$ cat src/rtl/img_rsz_blk_accum_pkg.sv
// Shared types and the per-pixel block reduction for the resize block accumulator.
// Pixel and block-value widths live here so every file agrees on them.
package img_rsz_blk_accum_pkg;

    localparam int PXL_PRIM_COLOR_NUM  = 1;
    localparam int PXL_PRIM_COLOR_W    = 8;
    localparam int BLK_WIDTH_MAX_SZ_W  = 7;
    localparam int BLK_HEIGHT_MAX_SZ_W = 7;
    localparam int BLK_SUM_MAX_W       = PXL_PRIM_COLOR_W + BLK_WIDTH_MAX_SZ_W + BLK_HEIGHT_MAX_SZ_W;

    typedef logic [BLK_WIDTH_MAX_SZ_W:0]  BlkCnt_t;
    typedef logic [BLK_HEIGHT_MAX_SZ_W:0] BlkHCnt_t;
    typedef logic [PXL_PRIM_COLOR_W-1:0]  PrimColor_t;
    typedef logic [BLK_SUM_MAX_W-1:0]     BlkVal_t;

    typedef PrimColor_t [PXL_PRIM_COLOR_NUM-1:0] FcRszPxlData_t;
    typedef BlkVal_t    [PXL_PRIM_COLOR_NUM-1:0] FcBlkVal_t;

    typedef enum logic [1:0] {IDLE, ACC, DRAIN} RszState_t;

    // Running sum for average pooling, running unsigned max for max pooling.
    function automatic BlkVal_t blk_op(input logic is_max, input BlkVal_t acc, input PrimColor_t pxl);
        BlkVal_t ext;
        ext = BlkVal_t'(pxl);
        if (is_max) return (ext > acc) ? ext : acc;
        return acc + ext;
    endfunction

endpackage

$ cat src/rtl/img_rsz_blk_accum_acc_lane.sv
// One colour lane of one block column: restarts on the first pixel of a block,
// otherwise folds each accepted pixel into the running block value.
module img_rsz_acc_lane
    import img_rsz_blk_accum_pkg::*;
#(
    parameter bit IS_MAX = 1'b0
) (
    input  logic       clk,
    input  logic       rst,
    input  logic       en_i,
    input  logic       init_i,
    input  PrimColor_t pxl_i,
    output BlkVal_t    acc_o
);

    BlkVal_t acc_q;
    BlkVal_t acc_d;

    // NOTE: combinational blocks use blocking '=' with a default first, so no latch is inferred.
    always_comb begin
        acc_d = acc_q;
        if (en_i) acc_d = init_i ? BlkVal_t'(pxl_i) : blk_op(IS_MAX, acc_q, pxl_i);
    end

    // NOTE: the accumulator row is plain flops, so it takes the async reset like any other state.
    always_ff @(posedge clk or posedge rst) begin
        if (rst) acc_q <= '0;
        else     acc_q <= acc_d;
    end

    assign acc_o = acc_q;

endmodule

$ cat src/rtl/img_rsz_blk_accum.sv
// Block accumulator: folds a raster pixel stream into one block-row of sums/maxima,
// then drains that row to the divider stage before accepting the next block-row.
module img_rsz_blk_accum
    import img_rsz_blk_accum_pkg::*;
#(
    parameter          RSZ_ALGORITHM        = "AVR-POOLING",
    parameter int      RSZ_IMG_WIDTH_SIZE   = 8,
    parameter int      RSZ_IMG_HEIGHT_SIZE  = 8,
    localparam int     RSZ_IMG_WIDTH_IDX_W  = (RSZ_IMG_WIDTH_SIZE  > 1) ? $clog2(RSZ_IMG_WIDTH_SIZE)  : 1,
    localparam int     RSZ_IMG_HEIGHT_IDX_W = (RSZ_IMG_HEIGHT_SIZE > 1) ? $clog2(RSZ_IMG_HEIGHT_SIZE) : 1
) (
    input  logic                            clk,
    input  logic                            rst,
    input  logic                            start,
    input  logic [BLK_WIDTH_MAX_SZ_W:0]     cfg_blk_w,
    input  logic [BLK_HEIGHT_MAX_SZ_W:0]    cfg_blk_h,
    input  logic                            pxl_vld,
    input  FcRszPxlData_t                   pxl_data,
    output logic                            pxl_rdy,
    output logic                            blk_vld,
    output FcBlkVal_t                       blk_val,
    output logic [RSZ_IMG_WIDTH_IDX_W-1:0]  blk_col,
    output logic [RSZ_IMG_HEIGHT_IDX_W-1:0] blk_row,
    output logic                            blk_last,
    input  logic                            blk_rdy,
    output logic                            busy
);

    localparam bit IS_MAX = (RSZ_ALGORITHM == "MAX-POOLING");
    localparam logic [RSZ_IMG_WIDTH_IDX_W-1:0]  COL_LAST = RSZ_IMG_WIDTH_IDX_W'(RSZ_IMG_WIDTH_SIZE - 1);
    localparam logic [RSZ_IMG_HEIGHT_IDX_W-1:0] ROW_LAST = RSZ_IMG_HEIGHT_IDX_W'(RSZ_IMG_HEIGHT_SIZE - 1);

    RszState_t                       state_q, state_d;
    BlkCnt_t                         x_q, x_d, cfg_w_q, cfg_w_d;
    BlkHCnt_t                        y_q, y_d, cfg_h_q, cfg_h_d;
    logic [RSZ_IMG_WIDTH_IDX_W-1:0]  col_q, col_d;
    logic [RSZ_IMG_HEIGHT_IDX_W-1:0] row_q, row_d;

    logic pxl_hs, blk_hs, x_last, y_last, col_last, row_last, blk_first;

    assign pxl_hs    = (state_q == ACC)   && pxl_vld;
    assign blk_hs    = (state_q == DRAIN) && blk_rdy;
    assign x_last    = (x_q == (cfg_w_q - 1'b1));
    assign y_last    = (y_q == (cfg_h_q - 1'b1));
    assign col_last  = (col_q == COL_LAST);
    assign row_last  = (row_q == ROW_LAST);
    assign blk_first = (x_q == '0) && (y_q == '0);

    always_ff @(posedge clk or posedge rst) begin
        if (rst) begin
            state_q <= IDLE;
            x_q     <= '0;
            y_q     <= '0;
            col_q   <= '0;
            row_q   <= '0;
            cfg_w_q <= '0;
            cfg_h_q <= '0;
        end else begin
            state_q <= state_d;
            x_q     <= x_d;
            y_q     <= y_d;
            col_q   <= col_d;
            row_q   <= row_d;
            cfg_w_q <= cfg_w_d;
            cfg_h_q <= cfg_h_d;
        end
    end

    always_comb begin
        state_d = state_q;
        unique case (state_q)
            IDLE:    if (start) state_d = ACC;
            ACC:     if (pxl_hs && x_last && col_last && y_last) state_d = DRAIN;
            DRAIN:   if (blk_hs && col_last) state_d = row_last ? IDLE : ACC;
            default: state_d = IDLE;
        endcase
    end

    // Block geometry counters; col doubles as the drain pointer.
    always_comb begin
        x_d     = x_q;
        y_d     = y_q;
        col_d   = col_q;
        row_d   = row_q;
        cfg_w_d = cfg_w_q;
        cfg_h_d = cfg_h_q;
        unique case (state_q)
            IDLE: if (start) begin
                cfg_w_d = (cfg_blk_w == '0) ? BlkCnt_t'(1)  : cfg_blk_w;
                cfg_h_d = (cfg_blk_h == '0) ? BlkHCnt_t'(1) : cfg_blk_h;
                x_d     = '0;
                y_d     = '0;
                col_d   = '0;
                row_d   = '0;
            end
            ACC: if (pxl_hs) begin
                if (x_last) begin
                    x_d = '0;
                    if (col_last) begin
                        col_d = '0;
                        y_d   = y_last ? '0 : y_q + 1'b1;
                    end else begin
                        col_d = col_q + 1'b1;
                    end
                end else begin
                    x_d = x_q + 1'b1;
                end
            end
            DRAIN: if (blk_hs) begin
                if (col_last) begin
                    col_d = '0;
                    row_d = row_last ? '0 : row_q + 1'b1;
                end else begin
                    col_d = col_q + 1'b1;
                end
            end
            default: ;
        endcase
    end

    BlkVal_t lane_acc [RSZ_IMG_WIDTH_SIZE][PXL_PRIM_COLOR_NUM];

    for (genvar g_col = 0; g_col < RSZ_IMG_WIDTH_SIZE; g_col++) begin : g_col_lanes
        logic lane_en;
        assign lane_en = pxl_hs && (col_q == RSZ_IMG_WIDTH_IDX_W'(g_col));
        for (genvar g_clr = 0; g_clr < PXL_PRIM_COLOR_NUM; g_clr++) begin : g_clr_lanes
            img_rsz_acc_lane #(.IS_MAX(IS_MAX)) u_lane (
                .clk    (clk),
                .rst    (rst),
                .en_i   (lane_en),
                .init_i (blk_first),
                .pxl_i  (pxl_data[g_clr]),
                .acc_o  (lane_acc[g_col][g_clr])
            );
        end
    end

    // Outputs are decoded from registered state only, so blk_vld never depends on blk_rdy.
    always_comb begin
        pxl_rdy  = (state_q == ACC);
        busy     = (state_q != IDLE);
        blk_vld  = (state_q == DRAIN);
        blk_col  = '0;
        blk_row  = '0;
        blk_last = 1'b0;
        blk_val  = '0;
        if (state_q == DRAIN) begin
            blk_col  = col_q;
            blk_row  = row_q;
            blk_last = col_last && row_last;
            for (int i = 0; i < RSZ_IMG_WIDTH_SIZE; i++) begin
                if (col_q == RSZ_IMG_WIDTH_IDX_W'(i)) begin
                    for (int c = 0; c < PXL_PRIM_COLOR_NUM; c++) blk_val[c] = lane_acc[i][c];
                end
            end
        end
    end

endmodule

$ cat config.mk
export PLATFORM = sky130hd
export DESIGN_NAME = img_rsz_blk_accum
export DESIGN_NICKNAME = d
export VERILOG_FILES = /design/src/rtl/img_rsz_blk_accum_pkg.sv /design/src/rtl/img_rsz_blk_accum_acc_lane.sv /design/src/rtl/img_rsz_blk_accum.sv
export SDC_FILE = /design/constraint.sdc
export NUM_CORES = 1
export LEC_CHECK = 0
export CORE_UTILIZATION = 46
export CTS_CLUSTER_DIAMETER = 40
export CTS_CLUSTER_SIZE = 14
export DETAILED_ROUTE_END_ITERATION = 12
export PLACE_DENSITY = 0.68
export SYNTH_ARGS = -nofsm -noshare
export SYNTH_HDL_FRONTEND = slang
export SYNTH_SLANG_ARGS = --single-unit
$ cat constraint.sdc
create_clock -name clk -period 7.7 [get_ports clk]
set_input_delay 1.54 -clock clk [delete_from_list [all_inputs] [get_ports clk]]
set_output_delay 1.54 -clock clk [all_outputs]
set_load 0.005 [all_outputs]
# After elaboration in Yosys (flattened, before gate mapping)

Index checks and enable logic that the tools add are counted.

$add $sub $neg: 14
$mul: 0
Div/mod/pow operators: 0
Magnitude comparators: 0
Equal/unequal tests: 20
Shift-type cells: 0
Muxes and demuxes: 46
Bitwise logic cells: 0
Reduce and logical (&&, ||, !) cells: 32

Operator list:

| cell                  | count |
|---|---|
| $mux W22              | 17 |
| $add A22 B8 Y22       | 8 |
| $mux W8               | 9 |
| $logic_not A8 Y1      | 4 |
| $pmux W8 S2           | 2 |
| $mux W3               | 10 |
| $add A8 B1 Y8 const B | 2 |
| $eq A8 B8 Y1          | 2 |
| $logic_and A1 B1 Y1   | 16 |
| $sub A8 B1 Y8 const B | 2 |
| $eq A3 B3 Y1 const B  | 5 |
| $ne A2 B1 Y1 const B  | 7 |
| $reduce_and A5 Y1     | 2 |
| $pmux W3 S3           | 1 |
| $add A3 B1 Y3 const B | 2 |
| $eq A3 B2 Y1 const B  | 2 |
| $mux W2               | 3 |
| $pmux W2 S3           | 1 |
| $pmux W3 S2           | 1 |
| $reduce_and A3 Y1     | 2 |
| $reduce_bool A2 Y1    | 3 |
| $reduce_and A4 Y1     | 1 |
| $eq A3 B1 Y1 const B  | 1 |
| $logic_not A3 Y1      | 1 |
| other kinds (7)       | 8 |

Register bits: 216
Latch bits: 0
RAM bits: 0
Bits in read-only memories: 0
Output and inout bits: 32
Word-level logic and storage cells: 127
Memories: 0

# Logic depth before layout (Yosys ltp)

Gate-level depths: netlist of the first run.

Depth after elaboration: 10
Mapped depth: 12
Gate-level depth less buffers: 11

# Modules after synthesis

Synthesis of the first run repeated with hierarchy kept, for this count alone.

Cell total of the unflattened synthesis: 1,797
Area, all modules: 15,706.3 um^2

Modules (own cells, without submodules):

| module                                                      | times used | cells an instance | area each (um^2) |
|---|---|---|---|
| img_rsz_acc_lane (g_col_lanes[0].g_clr_lanes[0].u_lane ...) | 7          | 151               | 1,421.4 |
| img_rsz_blk_accum                                           | 1          | 585               | 4,312.9 |
| img_rsz_acc_lane (g_col_lanes[2].g_clr_lanes[0].u_lane)     | 1          | 155               | 1,443.9 |

# Worst setup path after synthesis of the first run

OpenSTA, ideal clock, no wires.

Path kind: reg-to-output
Start point: register col_q[2]
End point: output blk_val[8] in the netlist's numbering
Data arrival time: 2.466 ns
Setup slack: 3.694 ns
Stages on the path, launching flop included: 11
Path buffers: 3
Path through: dfrtp_1 clkbuf_1 clkinv_1 ha_1 clkbuf_1 nor2_1 clkbuf_1 a222oi_1 a211oi_1 a21oi_1 a21oi_1

RTL lines:

| item                     | line                    | source |
|---|---|---|
| start: declaration       | img_rsz_blk_accum.sv:36 | `logic [RSZ_IMG_WIDTH_IDX_W-1:0] col_q, col_d;` |
| start signal: assignment | img_rsz_blk_accum.sv:62 | `col_q <= col_d;` |
| end: declaration         | img_rsz_blk_accum.sv:21 | `output FcBlkVal_t blk_val,` |

==> results.json, run 1 <==
{
  "grt_overflow": 0,
  "clk_pin_slew_ns": 0.05,
  "worst_slack_ns": 2.060,
  "synthFlopType": "dfrtp_1",
  "ctsHoldBuffers": 0,
  "syn_area_um2": 14900,
  "critPathMaxFanout": 28,
  "async_flop_share_pct": 100.0,
  "rows": 65,
  "critPathKind": "reg2out",
  "hpwl_um": 28860,
  "routedWlPerCell_um": 17.94,
  "syn_nets": 1935,
  "min_path_type": "reg2reg",
  "gp_congestion": 0.8582,
  "io_pins": 61,
  "vias": 13424,
  "final_common_cell": "dfrtp_1",
  "pre_cts_slack_ns": 2.246,
  "max_stage_delay_ns": 0.76,
  "first_global_vias": 13316,
  "cp-end-kind": "primary output",
  "vias_per_cell": 5.914,
  "rsz0062_at_grt": "false",
  "grt_max_degree": 97,
  "report.final.slew_viol_count": 0,
  "slew_headroom_pct": 39.61,
  "ctsRootBufferMaster": "clkbuf_16",
  "finalHoldViolations": 0,
  "holdWs_ns": 0.4986,
  "yosysTopAreaCell": "dfrtp_1",
  "fin_skew_ns": 0.01690,
  "grt_usage_pct": 24.70,
  "drv_cap": 0,
  "synth.avg_cell_area_um2": 8.207,
  "numPortBuffers": 60,
  "cts_resized": 0,
  "start_util_pct": 46.99,
  "tns_ns": 0,
  "core-area_um2": 31720,
  "yosys_register_bits": 216,
  "die_w_um": 182,
  "synth_edf_count": 0,
  "synth_area_leaders": "dfrtp_1 36%, ha_1 6.9%, o21ai_0 6.3%",
  "cts_setup_buffers": 0,
  "post-route-period-util_pct": 73.25,
  "seq_area_frac_synth_pct": 36.27,
  "grt_pass1_wl_um": 66780,
  "cts_tree": "built",
  "power_density_nw_per_um2": 331.5,
  "p_leak_nw": 7.538,
  "drtIter0Drc": 1080,
  "total_power_mw": 5.752,
  "clk-insertion-delay-late_ns": 0.54,
  "synth_top_area_share_pct": 36.27,
  "ir_drop_mv": 0.1819,
  "drt-pass1-iter-count": 5,
  "cts_buffers": 43,
  "area_growth_pct": 16.42,
  "crit_required_ns": 6.16,
  "syn-instance-count": 1816,
  "yosys_warnings": 0,
  "antenna_cells": 0,
  "die_height_um": 182,
  "dieArea_um2": 33120,
  "status": "finished clean",
  "antenna_left": 0,
  "cts_max_path_buffers": 3,
  "synthDistinctLibCells": 69,
  "setup_viol": 0,
  "layout-drive-gt1-share_pct": 6.370,
  "antenna_found_initial": 0,
  "final_cell_mix": "216 x dfrtp_1, 196 x nand2_1, 187 x o21ai_0",
  "path_cells": "inv_1, ha_1, buf_4, and2_1, nor2b_1, buf_4, a222oi_1, a211oi_1, a21oi_1, a21oi_1, clkdlybuf4s50_1",
  "nets": 1952,
  "drt_wl_total_um": 40720,
  "fmax_mhz": 177.3,
  "start_kind": "flop",
  "cts_sinks": 216,
  "drcViolationCount": 0,
  "htreeDepth": 2,
  "arrival_ns": 4.10,
  "cpMaxStageDelayCell": "and2_1",
  "min_period_ns": 5.640,
  "nFillCells": 2828,
  "worst_pin_slew_ns": 0.9025
}
==> cells in the mapped netlist (22+ instances only) <==
cell type / instances
ha_1: 82
a211oi_1: 30
xor2_1: 69
nand4_1: 38
nor3_1: 34
inv_1: 70
and3_1: 27
xnor2_1: 62
a21oi_1: 185
and2_1: 22
nand3_1: 69
dfrtp_1: 216
o21ai_0: 187
nor2_1: 180
nand2_1: 196
clkbuf_1: 91
==> layer usage <==
layer / share of wire (%) / up-vias / global-route usage (%)
met1: 45 / 6450 / 31.29
met5: 0 / - / 0
met2: 48 / 383 / 43.20
li1: - / 6493 / -
met4: 2.3 / 0 / 8.000
met3: 5.1 / 98 / 3.450
==> power by group <==
group	switching, mW	internal [mW]
logic	1.23	0.859
clock network	0.646	1.45
registers	0.231	1.34
total	2.10	3.65
==> cells by family (layout without fill, tap and decap cells) <==
family,after synthesis,after routing,synth area share (%)
xor+xnor,131,131,7.698
compound gates,546,546,22.14
simple gates,641,641,20.13
buf+inv,173,225,4.416
mux,19,19,1.394
flops,216,216,36.27
fa+ha+maj,90,90,7.958
==> final timing paths <==
check                                                                           startpoint  slack [ns]  depth (start not counted)                                                         end
worst max register to register                                      state_q[1]$_DFFE_PP0P_        3.77                          9  g_col_lanes[5].g_clr_lanes[0].u_lane.acc_o[19]$_DFFE_PP0P_
worst min-delay path            g_col_lanes[6].g_clr_lanes[0].u_lane.acc_o[19]$_DFFE_PP0P_        0.50                          1  g_col_lanes[6].g_clr_lanes[0].u_lane.acc_o[19]$_DFFE_PP0P_
max in group asynchronous                                                              rst        4.74                          3   g_col_lanes[7].g_clr_lanes[0].u_lane.acc_o[0]$_DFFE_PP0P_
worst min register to register  g_col_lanes[6].g_clr_lanes[0].u_lane.acc_o[19]$_DFFE_PP0P_        0.50                          1  g_col_lanes[6].g_clr_lanes[0].u_lane.acc_o[19]$_DFFE_PP0P_
min in group asynchronous                                                              rst        1.54                          2  g_col_lanes[7].g_clr_lanes[0].u_lane.acc_o[18]$_DFFE_PP0P_
worst max-delay path                                                  col_q[0]$_DFFE_PP0P_        2.06                         11                                                  blk_val[9]
==> cell type report <==
| cell class | instances | area [um^2] | share of cell area, % |
|---|---|---|---|
| multi-input cells | 1427 | 8842 | 50.96 |
| flip-flops and latches | 216 | 5405 | 31.15 |
| well taps | 402 | 503.0 | 2.899 |
| inverters | 71 | 274.0 | 1.579 |
| clock inverters | 25 | 410.4 | 2.365 |
| clock buffers | 55 | 1211 | 6.980 |
| repair buffers | 74 | 705.7 | 4.067 |
==> flip-flops by register name, summed over array words and instances (netlist names) <==
signal,flops
g_col_lanes.g_clr_lanes.u_lane.acc_o,176
cfg_h_q,8
cfg_w_q,8
x_q,8
y_q,8
col_q,3
row_q,3
state_q,2
==> metrics by stage <==
step | instance area (um^2) | std cells | util [%]
3_3_place_gp | 15730 | 2190 | 49.59
6_report | 17350 | 2270 | 54.71
3_5_place_dp | 15730 | 2190 | 49.59
2_1_floorplan | 14900 | 1816 | -
4_1_cts | 17350 | 2270 | 54.71
5_1_grt | 17350 | 2270 | 54.71
==> worst max-delay path, delay by kind of cell (launching register included) <==
kind | cells | cell delay (ns)
buffers and inverters | 4 | 1.20
and+or+nand+nor | 2 | 0.90
AOI/OAI and AO/OA | 4 | 0.84
adders and majority gates | 1 | 0.21
DFF | 1 | 0.41
Note: power is estimated with default switching activity, not from simulation.
==> run 2: changes to the inputs <==
PLACE_DENSITY = 0.65   (was 0.68)
clock period = 5.85 ns   (was 7.7 ns; I/O delays follow)
==> results.json, run 2 (synthesized netlist as in run 1, its figures left out) <==
{
  "status": "finished clean",
  "drt-pass1-iter-count": 8,
  "cts_resized": 0,
  "grt_usage_pct": 25.20,
  "setup_viol": 0,
  "drv_cap": 0,
  "power_density_nw_per_um2": 434.8,
  "worst_pin_slew_ns": 1.016,
  "tns_ns": 0,
  "min_path_type": "reg2reg",
  "first_global_vias": 13096,
  "crit_family": "compound AO/OA/AOI/OAI gates",
  "arrival_ns": 3.90,
  "numPortBuffers": 60,
  "drt_wl_total_um": 40970,
  "vias_per_cell": 5.900,
  "drcViolationCount": 0,
  "core-area_um2": 31720,
  "htreeDepth": 2,
  "multi_input_area_um2": 8842,
  "cts_sinks": 216,
  "report.final.slew_viol_count": 0,
  "vias": 13440,
  "ctsHoldBuffers": 0,
  "grt_max_degree": 171,
  "critPathMaxFanout": 17,
  "routedWlPerCell_um": 17.98,
  "cts_max_path_buffers": 3,
  "rows": 65,
  "die_height_um": 182,
  "nets": 1962,
  "ctsRootBufferMaster": "clkbuf_16",
  "crit_path_frequent_cell": "a21oi_1",
  "antenna_cells": 0,
  "drtIter0Drc": 1150,
  "min_period_ns": 5.071,
  "largest_reg_flops": 176,
  "cts_tree": "built",
  "hpwl_um": 28930,
  "cpMaxStageDelayCell": "ha_1",
  "dieArea_um2": 33120,
  "final_cell_mix": "216 x dfrtp_1, 196 x nand2_1, 187 x o21ai_0",
  "crit_required_ns": 4.68,
  "p_leak_nw": 7.577,
  "clk_pin_slew_ns": 0.05,
  "max_stage_delay_ns": 0.66,
  "area_growth_pct": 16.75,
  "cts_setup_buffers": 0,
  "fin_skew_ns": 0.02137,
  "finalHoldViolations": 0,
  "post-route-period-util_pct": 86.69,
  "layout-drive-gt1-share_pct": 6.503,
  "register_area_um2": 5405,
  "cts_buffers": 43,
  "clk-insertion-delay-late_ns": 0.54,
  "nFillCells": 2904,
  "critPathKind": "reg2out",
  "rsz0062_at_grt": "false",
  "cp-end-kind": "primary output",
  "ir_drop_mv": 0.2334,
  "io_pins": 61,
  "grt_pass1_wl_um": 67620,
  "antenna_left": 0,
  "grt_overflow": 0,
  "antenna_found_initial": 0,
  "total_power_mw": 7.565,
  "gp_congestion": 0.9224,
  "final_common_cell": "dfrtp_1",
  "critPathBufInv": 3,
  "die_w_um": 182,
  "start_util_pct": 46.99,
  "fmax_mhz": 197.2,
  "start_kind": "flop",
  "slew_headroom_pct": 32.24,
  "path_cells": "inv_1, ha_1, buf_4, a21oi_1, o21ai_0, a222oi_1, a211oi_1, a21oi_1, a21oi_1, clkdlybuf4s50_1"
}
-- run 2: cell count changes in the layout (fill, tap and decap cells not counted), sizes merged --
cell	previous run	this run
clkbuf	55	56
clkinv	7	9
clkinvlp	5	3
buf	14	24
inv	74	71
-- run 2: worst paths after layout --
| path | from | to | slack (ns) | depth (start not counted) |
|---|---|---|---|---|
| max in group asynchronous | rst | g_col_lanes[5].g_clr_lanes[0].u_lane.acc_o[0]$_DFFE_PP0P_ | 3.79 | 3 |
| min | g_col_lanes[7].g_clr_lanes[0].u_lane.acc_o[4]$_DFFE_PP0P_ | g_col_lanes[7].g_clr_lanes[0].u_lane.acc_o[4]$_DFFE_PP0P_ | 0.50 | 2 |
| max | col_q[1]$_DFFE_PP0P_ | blk_val[5] | 0.78 | 10 |
| min reg2reg | g_col_lanes[7].g_clr_lanes[0].u_lane.acc_o[4]$_DFFE_PP0P_ | g_col_lanes[7].g_clr_lanes[0].u_lane.acc_o[4]$_DFFE_PP0P_ | 0.50 | 2 |
| min in group asynchronous | rst | row_q[1]$_DFFE_PP0P_ | 1.20 | 3 |
| max reg2reg | state_q[1]$_DFFE_PP0P_ | g_col_lanes[2].g_clr_lanes[0].u_lane.acc_o[19]$_DFFE_PP0P_ | 2.22 | 10 |
-- run 2: where the power goes --
part / internal [mW] / leakage, nW / switching (mW) / total, mW
combinational: 1.16 / 3.93 / 1.64 / 2.80
sequential: 1.77 / 2.88 / 0.300 / 2.07
clock: 1.86 / 0.766 / 0.837 / 2.70
-- run 2: area by class of cell --
type	count	area share, %
Clock buffer	56	6.817
Clock inverter	22	2.229
Inverter	71	1.553
Multi-Input combinational cell	1427	50.82
Sequential cell	216	31.06
Tap cell	402	2.891
Timing Repair Buffer	84	4.631
-- run 2: stage by stage --
step	instances	utilization (%)	hold slack (ns)	instance area, um^2	setup WS [ns]
2_1_floorplan	1816	-	0.4588	14910	1.868
3_3_place_gp	2200	49.90	0.4764	15830	1.331
3_5_place_dp	2200	49.90	0.4907	15830	1.234
4_1_cts	2278	54.86	0.5004	17400	0.8058
5_1_grt	2278	54.86	0.5190	17400	0.4561
6_report	2278	54.86	0.5040	17400	0.7787
-- run 2: worst reg2reg max path, delay by kind of cell, from the launching register on --
kind	cells	cell delay [ns]
adders and majority gates	1	0.62
DFF	1	0.40
and+or+nand+nor	6	1.85
xor gates and xnor gates	1	0.15
buffers and inverters	1	0.12
AOI/OAI and AO/OA	1	0.32
-- run 2: metal layers --
layer	vias up	routed length (um)	GRT usage, %	part of all wire, %
met1	6437	18550	33.52	45
li1	6528	-	-	-
met3	74	2373	4.011	5.8
met5	-	0	0	0
met2	401	19090	41.72	47
met4	0	953	8.403	2.3
==> run 3: changes to the inputs <==
CAP_MARGIN = 15   (was not set)
==> results of run 3 <==
Same layout as run 2: the final DEF is identical, and so are final timing and power.
